**config.mk**
```make
export PLATFORM = sky130hd
export DESIGN_NAME = seg_display_mux
export DESIGN_NICKNAME = d
export VERILOG_FILES = /design/src/rtl/seg_display_mux.sv
export SDC_FILE = /design/constraint.sdc
export NUM_CORES = 1
export LEC_CHECK = 0
export CAP_MARGIN = 0
export CELL_PAD_IN_SITES_DETAIL_PLACEMENT = 2
export CELL_PAD_IN_SITES_GLOBAL_PLACEMENT = 2
export CORE_MARGIN = 4
export CORE_UTILIZATION = 38
export CTS_BUF_LIST = sky130_fd_sc_hd__clkbuf_8
export CTS_CLUSTER_DIAMETER = 200
export DETAILED_ROUTE_END_ITERATION = 8
export PLACE_DENSITY = 0.78
export SLEW_MARGIN = 10
export SYNTH_ARGS = -nofsm -noshare
export SYNTH_HDL_FRONTEND = slang
export SYNTH_SLANG_ARGS = --single-unit
export TNS_END_PERCENT = 20
```
**constraint.sdc**
```tcl
create_clock -name clk -period 2.5 [get_ports clk]
set_clock_uncertainty 0.05 [all_clocks]
set_input_delay 0.375 -clock clk [delete_from_list [all_inputs] [get_ports clk]]
set_output_delay 0.375 -clock clk [all_outputs]
set_load 0.03 [all_outputs]
```
**src/rtl/seg_display_mux.sv**
```systemverilog
// seg_display_mux
//   Time-multiplexed 4-digit common-anode seven-segment driver. Once per
//   display frame it snapshots A, B, A+B and A-B into a shadow register, then
//   scans the snapshot onto the display as hex characters. The snapshot keeps
//   the readout from glitching when the inputs change in the middle of a frame.
//
// Parameters
//   REFRESH_DIV  clock cycles each digit stays lit (>= 2)
//
// Ports
//   clk, rst_n   system clock, asynchronous active-low reset
//   A, B         operands (4 bits each)
//   AplusB       sum from the math block
//   AminusB      two's-complement difference from the math block
//   hold         when high, the frame-boundary shadow load is skipped
//   an           digit anodes, active-low, one-hot-low while scanning
//                (an[0]=AminusB, an[1]=AplusB, an[2]=B, an[3]=A)
//   seg          segments {g,f,e,d,c,b,a}, active-low
//   dp           decimal point, active-low
//   frame        one-cycle pulse after every shadow load
//
// Configuration macro
//   SEG_DP_NEG_EN  when defined, dp lights on the AminusB digit whenever the
//                  snapshotted difference is negative. Otherwise dp is tied
//                  off (never lit).

module seg_display_mux #(
    parameter int REFRESH_DIV = 100000
) (
    input  logic       clk,
    input  logic       rst_n,
    input  logic [3:0] A,
    input  logic [3:0] B,
    input  logic [3:0] AplusB,
    input  logic [3:0] AminusB,
    input  logic       hold,
    output logic [3:0] an,
    output logic [6:0] seg,
    output logic       dp,
    output logic       frame
);

    localparam int CW = $clog2(REFRESH_DIV);
    localparam logic [CW-1:0] COUNT_MAX = CW'(REFRESH_DIV - 1);

    typedef struct packed {
        logic [3:0] a;
        logic [3:0] b;
        logic [3:0] sum;
        logic [3:0] diff;
    } shadow_t;

    logic [CW-1:0] count;
    logic [1:0]    digit_idx;
    logic          load_pending;
    shadow_t       shadow;

    logic          tick;
    logic          load;
    logic [3:0]    digit_val;

    // Hex glyphs for a common-anode display (segment lit when its bit is 0).
    function automatic logic [6:0] hex7(input logic [3:0] v);
        case (v)
            4'h0:    hex7 = 7'b1000000;
            4'h1:    hex7 = 7'b1111001;
            4'h2:    hex7 = 7'b0100100;
            4'h3:    hex7 = 7'b0110000;
            4'h4:    hex7 = 7'b0011001;
            4'h5:    hex7 = 7'b0010010;
            4'h6:    hex7 = 7'b0000010;
            4'h7:    hex7 = 7'b1111000;
            4'h8:    hex7 = 7'b0000000;
            4'h9:    hex7 = 7'b0010000;
            4'hA:    hex7 = 7'b0001000;
            4'hB:    hex7 = 7'b0000011;
            4'hC:    hex7 = 7'b1000110;
            4'hD:    hex7 = 7'b0100001;
            4'hE:    hex7 = 7'b0000110;
            default: hex7 = 7'b0001110;
        endcase
    endfunction

    // The counter sits at 0 during the post-reset load cycle, so the first
    // digit gets its full REFRESH_DIV cycles once the blank cycle is over.
    assign tick = !load_pending && (count == COUNT_MAX);

    // Frame boundary coincides with the idx 3->0 wrap; the very first load
    // after reset ignores hold so the display never shows stale zeros.
    assign load = load_pending || (tick && (digit_idx == 2'd3) && !hold);

    always_comb begin
        // NOTE: a default before the case keeps this purely combinational;
        // an unassigned path would infer a latch.
        digit_val = shadow.diff;
        case (digit_idx)
            2'd0: digit_val = shadow.diff;
            2'd1: digit_val = shadow.sum;
            2'd2: digit_val = shadow.b;
            2'd3: digit_val = shadow.a;
            default: digit_val = shadow.diff;
        endcase
    end

    // Scan timing: refresh counter, digit index, and the first-load flag.
    always_ff @(posedge clk or negedge rst_n) begin
        if (!rst_n) begin
            // NOTE: sequential state uses non-blocking assignments so every
            // register samples pre-edge values, independent of block order.
            count        <= '0;
            digit_idx    <= 2'd0;
            load_pending <= 1'b1;
        end else begin
            load_pending <= 1'b0;
            if (!load_pending) begin
                count <= tick ? '0 : count + 1'b1;
            end
            if (tick) begin
                digit_idx <= digit_idx + 2'd1;
            end
        end
    end

    // Shadow snapshot and frame strobe.
    always_ff @(posedge clk or negedge rst_n) begin
        if (!rst_n) begin
            // NOTE: the shadow is only 16 flops, so it is cleared on reset like
            // any other register; it is not an array that needs a reset-free RAM.
            shadow <= '0;
            frame  <= 1'b0;
        end else begin
            frame <= load;
            if (load) begin
                shadow <= '{a: A, b: B, sum: AplusB, diff: AminusB};
            end
        end
    end

    // Registered display outputs, one clock behind digit_idx. They stay blank
    // on the load cycle right after reset, before the shadow holds real data.
    always_ff @(posedge clk or negedge rst_n) begin
        if (!rst_n) begin
            an  <= 4'b1111;
            seg <= 7'b1111111;
        end else if (load_pending) begin
            an  <= 4'b1111;
            seg <= 7'b1111111;
        end else begin
            an  <= ~(4'b0001 << digit_idx);
            seg <= hex7(digit_val);
        end
    end

`ifdef SEG_DP_NEG_EN
    // Point marks a negative difference, shown only on the AminusB digit.
    always_ff @(posedge clk or negedge rst_n) begin
        if (!rst_n) begin
            dp <= 1'b1;
        end else if (load_pending) begin
            dp <= 1'b1;
        end else begin
            dp <= (digit_idx == 2'd0) ? ~shadow.diff[3] : 1'b1;
        end
    end
`else
    assign dp = 1'b1;
`endif

endmodule

```
# [Word-level counts from Yosys, hierarchy flattened]
# Memory sizes are Yosys's and may differ from the RTL's.
# Index checks and enable logic that the tools add are counted.
[word_totals] out_inout_bits=13 mem_count=1 elab_cells=30 inputBits=19 regBits=48 romBits=112
[mem_list] memory="(name not given)" words=16 word_bits=7 read_ports=1 rd_clocked_by_memory_dff=0 write_ports=0 line_no="64" source="case (v)"
[op_classes] bitwise=1 add_sub_neg=2 n_reduce_logical=7 shifts=1 n_mux=4 eq_ne=4
[ops] cell="adder 17 x 1 -> 17 bit, second input constant" count=1
[ops] cell="== test 17 bit, second input constant" count=1
[ops] cell="two-way mux 17 bit" count=1
[ops] cell="case mux 4 bit (4 select lines)" count=1
[ops] cell="two-way mux 7 bit" count=1
[ops] cell="== test 2 bit, second input constant" count=2
[ops] cell="two-way mux 4 bit" count=1
[ops] cell="NOT 4 bit" count=1
[ops] cell="left shift 1 x 2 -> 4 bit, first input constant" count=1
[ops] cell="logical AND 1 bit" count=3
[ops] cell="adder 2 x 1 -> 2 bit, second input constant" count=1
[ops] cell="== test 2 x 1 -> 1 bit, second input constant" count=1
[ops] cell="logical NOT 1 bit" count=2
[ops] cell="logical NOT 2 bit" count=1
[ops] cell="logical OR 1 bit" count=1

# [Longest topological paths before layout]
# Gate-level depths: netlist (run 1).
[logic_depth] depth_word=5 depth_mapped=8 mapped_depth_nobuf=8

# [Least setup slack after synthesis (run 1)]
# No wires, ideal clock.
[synth_timing] path_type="reg2reg" from="reg digit_idx[0]" to="reg seg[6]" required_time_ns=2.366 path_buffers=0 stages_incl_launch_ff=9 path_slack_ns=0.311 arrival_time_ns=2.056 synth_period_minus_slack_ns=2.189 setup_time_ns=0.084 path_cell_list="dfrtp_1 inv_1 ha_1 a222oi_1 mux2_2 inv_1 ha_1 mux2_2 a221o_1"
[synth_between] elab_chain_cells=4 elab_cells_between_ends=7 classes_between="3 x eq/ne; 2 x mux; 1 x reduce/logical; 1 x memory"
[synth_lines] item="from (decl)" line_no="54" source="logic [1:0] digit_idx;"
[synth_lines] item="from (signal assigned)" line_no="119" source="digit_idx <= digit_idx + 2'd1;"
[synth_lines] item="== test 2 bit, or another cell as far along" line_no="96" source="case (digit_idx)"
[synth_lines] item="case mux 4 bit (4 select lines) (*)" line_no="96"
[synth_lines] item="memory (16 x 7 bit) (*)"
[synth_lines] item="two-way mux 7 bit (*)" line_no="145" source="end else if (load_pending) begin"
[synth_lines] item="to (signal assigned)" line_no="150" source="seg <= hex7(digit_val);"
[synth_lines] item="to (decl)" line_no="38" source="output logic [6:0] seg,"
# Mark *: on every way between the ends. The rest lies on a longest branch, timed or not.
# A chain may end at the register's enable or synchronous reset.

# [Worst setup path in the final report (run 1)]
[layout_timing] from="reg digit_idx[1]" to="reg seg[6]"
# The elaborated chain is that of the path after synthesis.

==> metrics.csv, run 1 <==
metric;value;unit
Final Util;50.0;%
Hold Vio Cnt, Final;0;
Top FF cell, synth;dfrtp_1;
post-route cell area;3030;um^2
met3 Use GR;3.20;%
initial antenna violation count;0;
fill count;599;
Async S/R FF share, synth;100;%
proportion of layout cells with a drive suffix above 1;26.6;%
TritonRoute pass-1 iters;4;
GR Layer Usage met1;25.8;%
worst setup margin;0.106;ns
Synth Area in Adders;6.17;%
Remaining DRCs;0;
Int Pwr;1400;uW
Synth cell types;45;
XOR/XNOR Fraction of Synth Area;5.04;%
WS Path Type;flip-flop to flip-flop;
global route hottest layer;met2;
Synth Area in Compound Gates;7.77;%
max_cap viols;0;
Clock Sink Count;48;
Avg WL per Cell;21.3;um
Yosys top cell by area;dfrtp_1;
site row count;28;
Clk pwr share;32.7;%
Max Freq;418;MHz
cts bufs inserted;5;
setup TNS;0;ns
post-synthesis sequential area ratio;50.0;%
hold_ws;0.0204;ns
Max Root-Sink Buffers;2;
vias in the first global route;1939;
Initial Utilization;40.1;%
most frequent cell after synthesis;dfrtp_1;
post-synthesis cell area;2430;um^2
Max FO, Critical Path;5;
Critical Path AT;2.59;ns
Net Sw Power;540;uW
final layout net count;274;
pwr dens;640;nW/um^2
CTS clock-pin slew for the worst setup and hold paths;0.10;ns
Die Ht;88.0;um
port bufs;30;
Placed Instance Area;2870;um^2
worst endpoint required time;2.70;ns
Ant. Diodes;0;
Pleak;0.00133;uW
Reg power frac;48.7;%
mux contribution to synthesized area;14.0;%
synthesized flop and latch total;48;
Critical Path, Cell by Cell;buf_4 -> ha_2 -> a222oi_1 -> mux2_4 -> inv_1 -> ha_1 -> mux2_2 -> a221o_1;
worst slew pin tran;0.742;ns
fin crit period;2.39;ns
switch share;27.9;%
H-tree depth;2;
Via Count;1713;
die width;88.0;um
Slowest-stage cell, CP;a222oi_1;
Final period util;95.8;%
fin. max-slew vios;0;
final setup vio count;0;
status;complete, no violations;
EDFF count, synth;0;
Setup crit end kind;flip-flop;
largest family of logic cells by synthesized area;multiplexers;
part of the power in combinational logic;18.6;%
top cells by count, synth;dfrtp_1 (36), nand2_1 (14);
startpoint types;flip-flop;
First DRT Iteration DRCs;83;
Cells after Synth;200;
crit-path max cell delay;0.40;ns
root buf cell;clkbuf_8;
Synth Area in Simple Gates;13.3;%
global route total overflow;0;
Yosys top cell area share;37.0;%
CTS tree;built;
first-pass GRT wire length;11000;um
Detail Placement HPWL;4580;um
Max rail drop VDD;0.313;mV
area delta synth->final;24.6;%
largest net degree at the start of global routing;28;
Post-CTS Hold Buffers;0;
Slew HR;49.1;%
Total Die Area;7740;um^2
drt via density;5.37;
Synth Warn #;0;
GR Util met2;31.9;%
Avg Cell Area, Syn;12.2;um^2
Hold Crit Class;primary input to async pin;
GRT Total Usage;19.1;%
core area;6060;um^2
Post-DRT Antenna Nets;0;
dpl ws;-0.00812;ns
clock latency on the worst-skew pair;0.31;ns
Routed WL;6810;um
routability cong.;0.755;
io pins;32;
Synth area leaders;dfrtp_1 (37%), dfstp_2 (13%), ha_1 (6.2%);
Synth Net Count;231;
-- per-stage QoR --
stage / total power [uW] / std cells
finish: 1940 / 319
detailed placement: 1300 / 308
floorplan: 1150 / 200
global route: 2050 / 319
CTS: 1960 / 317
global placement: 1290 / 308
-- power groups by stage --
stage	logic, uW	registers [uW]	clock network (uW)
finish	360	944	635
CTS	365	943	648
global placement	336	952	0
global route	401	958	689
floorplan	187	966	0
detailed placement	349	955	0
-- layout by cell type (no fill, tap or decap), types with 4 or more instances in the layout --
master            n
a222oi_1          4
buf_4             9
clkbuf_8          7
clkdlybuf4s50_1  29
dfrtp_1          36
dfstp_2          12
ha_1             10
inv_1            11
mux2_2           11
mux2_4           10
mux2i_1           6
nand2_1          14
nand3_1           7
nor2_1           12
o21ai_0           7
xnor2_1          11
-- registers in the layout, indices dropped and copies added (netlist names) --
name and cells:
an 4, digit_idx 2, count 17, seg 7
load_pending 1, frame 1, shadow 16
-- path summary, 6_finish.rpt --
check	from	cells past startpoint	to	slack, ns
worst max-delay path	digit_idx[1]$_DFFE_PN0N_	8	seg[6]$_DFF_PN1_	0.11
worst min-delay path	rst_n	1	shadow[1]$_DFFE_PN0P_	0.02
worst max register to register	digit_idx[1]$_DFFE_PN0N_	8	seg[6]$_DFF_PN1_	0.11
worst min register to register	shadow[5]$_DFFE_PN0P_	1	shadow[5]$_DFFE_PN0P_	0.47
max in group asynchronous	rst_n	2	seg[4]$_DFF_PN1_	1.74
min in group clk	shadow[5]$_DFFE_PN0P_	1	shadow[5]$_DFFE_PN0P_	0.47
-- critical path: cells and delay by family (launching register included) --
family          cells  cell delay [ns]
mux                 2             0.52
compound gates      2             0.70
buf+inv             2             0.22
fa+ha+maj           2             0.45
flops               1             0.39
-- routing by layer --
| metal | wire length, um | up-vias |
|---|---|---|
| met5 | 0 | - |
| met4 | 90 | 0 |
| met3 | 186 | 8 |
| met2 | 3360 | 24 |
| met1 | 3170 | 889 |
| li1 | - | 792 |
-- cell type report --
| type | instances | area, um^2 | area share [%] |
|---|---|---|---|
| multi-input combinational | 134 | 1140 | 37.7 |
| timing repair buffer | 41 | 403 | 13.3 |
| sequential | 48 | 1220 | 40.1 |
| clock inverter | 1 | 30.0 | 0.991 |
| clock buffer | 7 | 96.3 | 3.18 |
| inverter | 13 | 48.8 | 1.61 |
| tap | 75 | 93.8 | 3.10 |
-- cell families after synthesis --
group | after synthesis
compound gates | 22
buf+inv | 18
xor+xnor | 14
other cells | 2
mux | 28
flops | 48
simple gates | 56
fa+ha+maj | 12
-- what timing repair did --
| item | in CTS | in global routing |
|---|---|---|
| pin swaps | 0 | 1 |
| resized for setup | 1 | 3 |
| buffers inserted | 1 | 2 |
| hold endpoints to repair | 0 | 0 |
| cloned | 0 | 0 |
| endpoints found under the setup margin | 1 | 2 |
No activity file was read; power rests on OpenSTA's default activity.
==> inputs of run 2 (changes only) <==
--- a/config.mk
+++ b/config.mk
@@ -12,6 +12,7 @@
 export CORE_UTILIZATION = 38
 export CTS_BUF_LIST = sky130_fd_sc_hd__clkbuf_8
 export CTS_CLUSTER_DIAMETER = 200
+export CTS_CLUSTER_SIZE = 16
 export DETAILED_ROUTE_END_ITERATION = 8
 export PLACE_DENSITY = 0.78
 export SLEW_MARGIN = 10
==> results of run 2 <==
Same layout as run 1: the final DEF is identical, and so are final timing and power.
==> inputs of run 3 (changes only) <==
--- a/config.mk
+++ b/config.mk
@@ -5,7 +5,6 @@
 export SDC_FILE = /design/constraint.sdc
 export NUM_CORES = 1
 export LEC_CHECK = 0
-export CAP_MARGIN = 0
 export CELL_PAD_IN_SITES_DETAIL_PLACEMENT = 2
 export CELL_PAD_IN_SITES_GLOBAL_PLACEMENT = 2
 export CORE_MARGIN = 4
@@ -14,7 +13,8 @@
 export CTS_CLUSTER_DIAMETER = 200
 export CTS_CLUSTER_SIZE = 16
 export DETAILED_ROUTE_END_ITERATION = 8
-export PLACE_DENSITY = 0.78
+export GPL_TIMING_DRIVEN = 1
+export PLACE_DENSITY = 0.93
 export SLEW_MARGIN = 10
 export SYNTH_ARGS = -nofsm -noshare
 export SYNTH_HDL_FRONTEND = slang
==> metrics.csv, run 3 (synthesis results as in run 1) <==
metric;value;unit;change
TritonRoute pass-1 iters;4;;unchanged
proportion of layout cells with a drive suffix above 1;26.9;%;+0.30 points
first-pass GRT wire length;12200;um;+11%
global route total overflow;0;;unchanged
vias in the first global route;2088;;+7.7%
worst slew pin tran;0.786;ns;+0.0442 ns
Slowest-stage cell, CP;a222oi_1;;
max_cap viols;0;;unchanged
Critical Path, Cell by Cell;inv_1 -> ha_2 -> a222oi_1 -> mux2_4 -> inv_1 -> ha_2 -> mux2_2 -> a221o_1;;
Final period util;98.2;%;+2.4 points
H-tree depth;2;;unchanged
Pleak;0.00133;uW;+0.41%
final setup vio count;0;;unchanged
Die Ht;88.0;um;unchanged
Setup crit end kind;flip-flop;;
RSZ-0062 raised after global routing;true;;
post-route cell area;3030;um^2;about the same
buffers plus inverters on the worst setup path;2;;unchanged
register with the most flip-flops;count;;
die width;88.0;um;unchanged
CTS tree;built;;
root buf cell;clkbuf_8;;
FF-to-FF setup slack;0.05;ns;-0.06 ns
startpoint types;flip-flop;;
fin crit period;2.45;ns;+0.0603 ns
CTS clock-pin slew for the worst setup and hold paths;0.09;ns;about the same
Routed WL;7740;um;+14%
Critical Path AT;2.64;ns;+0.05 ns
crit-path max cell delay;0.43;ns;+0.03 ns
Critical R2R Capture;seg[6]$_DFF_PN1_;;
clock latency on the worst-skew pair;0.30;ns;about the same
Detail Placement HPWL;5400;um;+18%
Finished Layout Cells;320;;+0.31%
cts bufs inserted;5;;unchanged
family with the most delay on the worst path;compound AO/OA/AOI/OAI gates;;
Post-DRT Antenna Nets;0;;unchanged
status;complete, no violations;;
routability cong.;0.762;;+0.81%
Max FO, Critical Path;5;;unchanged
Max rail drop VDD;0.389;mV;+24%
R2R depth;8;;unchanged
R2R Path Start;digit_idx[0]$_DFFE_PN0N_;;
setup TNS;0;ns;unchanged
hold_ws;0.127;ns;+0.107 ns
port bufs;30;;unchanged
area delta synth->final;24.6;%;about the same
Max Freq;407;MHz;-2.5%
max reg flops;17;;unchanged
io pins;32;;unchanged
Clock Sink Count;48;;unchanged
Hold Vio Cnt, Final;0;;unchanged
Largest regs;count: 17 flops, shadow: 16 flops, seg: 7 flops;;
placed insts;306;;-0.65%
fin. max-slew vios;0;;unchanged
worst endpoint required time;2.69;ns;about the same
Post-CTS Hold Buffers;0;;unchanged
Final Util;50.0;%;about the same
Initial Utilization;40.1;%;unchanged
Hold Crit Class;primary input to async pin;;
Total Die Area;7740;um^2;unchanged
Ant. Diodes;0;;unchanged
pwr dens;651;nW/um^2;+1.8%
Remaining DRCs;0;;unchanged
largest net degree at the start of global routing;49;;+75%
commonest cells after routing, fill and taps aside;dfrtp_1 (36), clkdlybuf4s50_1 (29), nand2_1 (14);;
core area;6060;um^2;unchanged
First DRT Iteration DRCs;113;;+36%
initial antenna violation count;0;;unchanged
drt via density;5.63;;+4.9%
final layout net count;275;;+0.36%
Max Root-Sink Buffers;2;;unchanged
commonest non-fill, non-tap cell in the layout;dfrtp_1;;
Placed Instance Area;2850;um^2;-0.96%
WS Path Type;flip-flop to flip-flop;;
site row count;28;;unchanged
Avg WL per Cell;24.2;um;+13%
Slew HR;46.1;%;-3.0 points
Via Count;1803;;+5.3%
GRT Total Usage;21.6;%;+2.5 points
[run 3: cell type report]
type | instances | area (um^2)
clock inverters | 1 | 30.0
clock buffers | 7 | 96.3
fillers | 587 | 3030
repair buffers | 42 | 398
multi-input cells | 134 | 1150
inverters | 13 | 48.8
flip-flops and latches | 48 | 1220
well taps | 75 | 93.8
[run 3: how the worst max path moves through the flow]
stage	endpoint	depth (start not counted)	start
4_1_cts	seg[6]$_DFF_PN1_	8	digit_idx[0]$_DFFE_PN0N_
2_1_floorplan	seg[6]$_DFF_PN1_	8	digit_idx[0]$_DFFE_PN0N_
3_3_place_gp	seg[6]$_DFF_PN1_	8	digit_idx[0]$_DFFE_PN0N_
3_5_place_dp	seg[6]$_DFF_PN1_	8	digit_idx[0]$_DFFE_PN0N_
6_report	seg[6]$_DFF_PN1_	8	digit_idx[0]$_DFFE_PN0N_
5_1_grt	seg[6]$_DFF_PN1_	8	digit_idx[0]$_DFFE_PN0N_
[run 3: metal layers]
layer	vias to the layer above	track usage (%)	share of wire, %
li1	792	-	-
met1	955	25.8	41
met2	46	40.3	55
met3	10	2.73	2.3
met4	0	6.00	1.6
met5	-	0	0
[run 3: worst register-to-register path, delay by kind of cell, from the launching register on]
| kind | cells | cell delay [ns] |
|---|---|---|
| AO/OA/AOI/OAI | 2 | 0.73 |
| adder cells (fa/ha/maj) | 2 | 0.48 |
| buffers and inverters | 2 | 0.22 |
| flip-flops | 1 | 0.39 |
| multiplexers | 2 | 0.53 |
[run 3: stage by stage]
step | total power, uW | worst slack (ns)
after floorplan | 1150 | 0.311
after global placement | 1280 | 0.190
after detailed placement | 1330 | -0.0742
after CTS | 1970 | 0.00295
after global routing | 2070 | -0.0716
final | 1970 | 0.0457
[run 3: report_power, final]
part           total [uW]  switching, uW  internal (uW)
clock network         622            269            353
registers             964           95.4            868
logic                 388            207            180
[run 3: what timing repair did]
| item | CTS | global route |
|---|---|---|
| pin swaps | 0 | 1 |
| endpoints found under the setup margin | 1 | 4 |
| gates resized for setup | 2 | 3 |
| setup buffers | 3 | 3 |
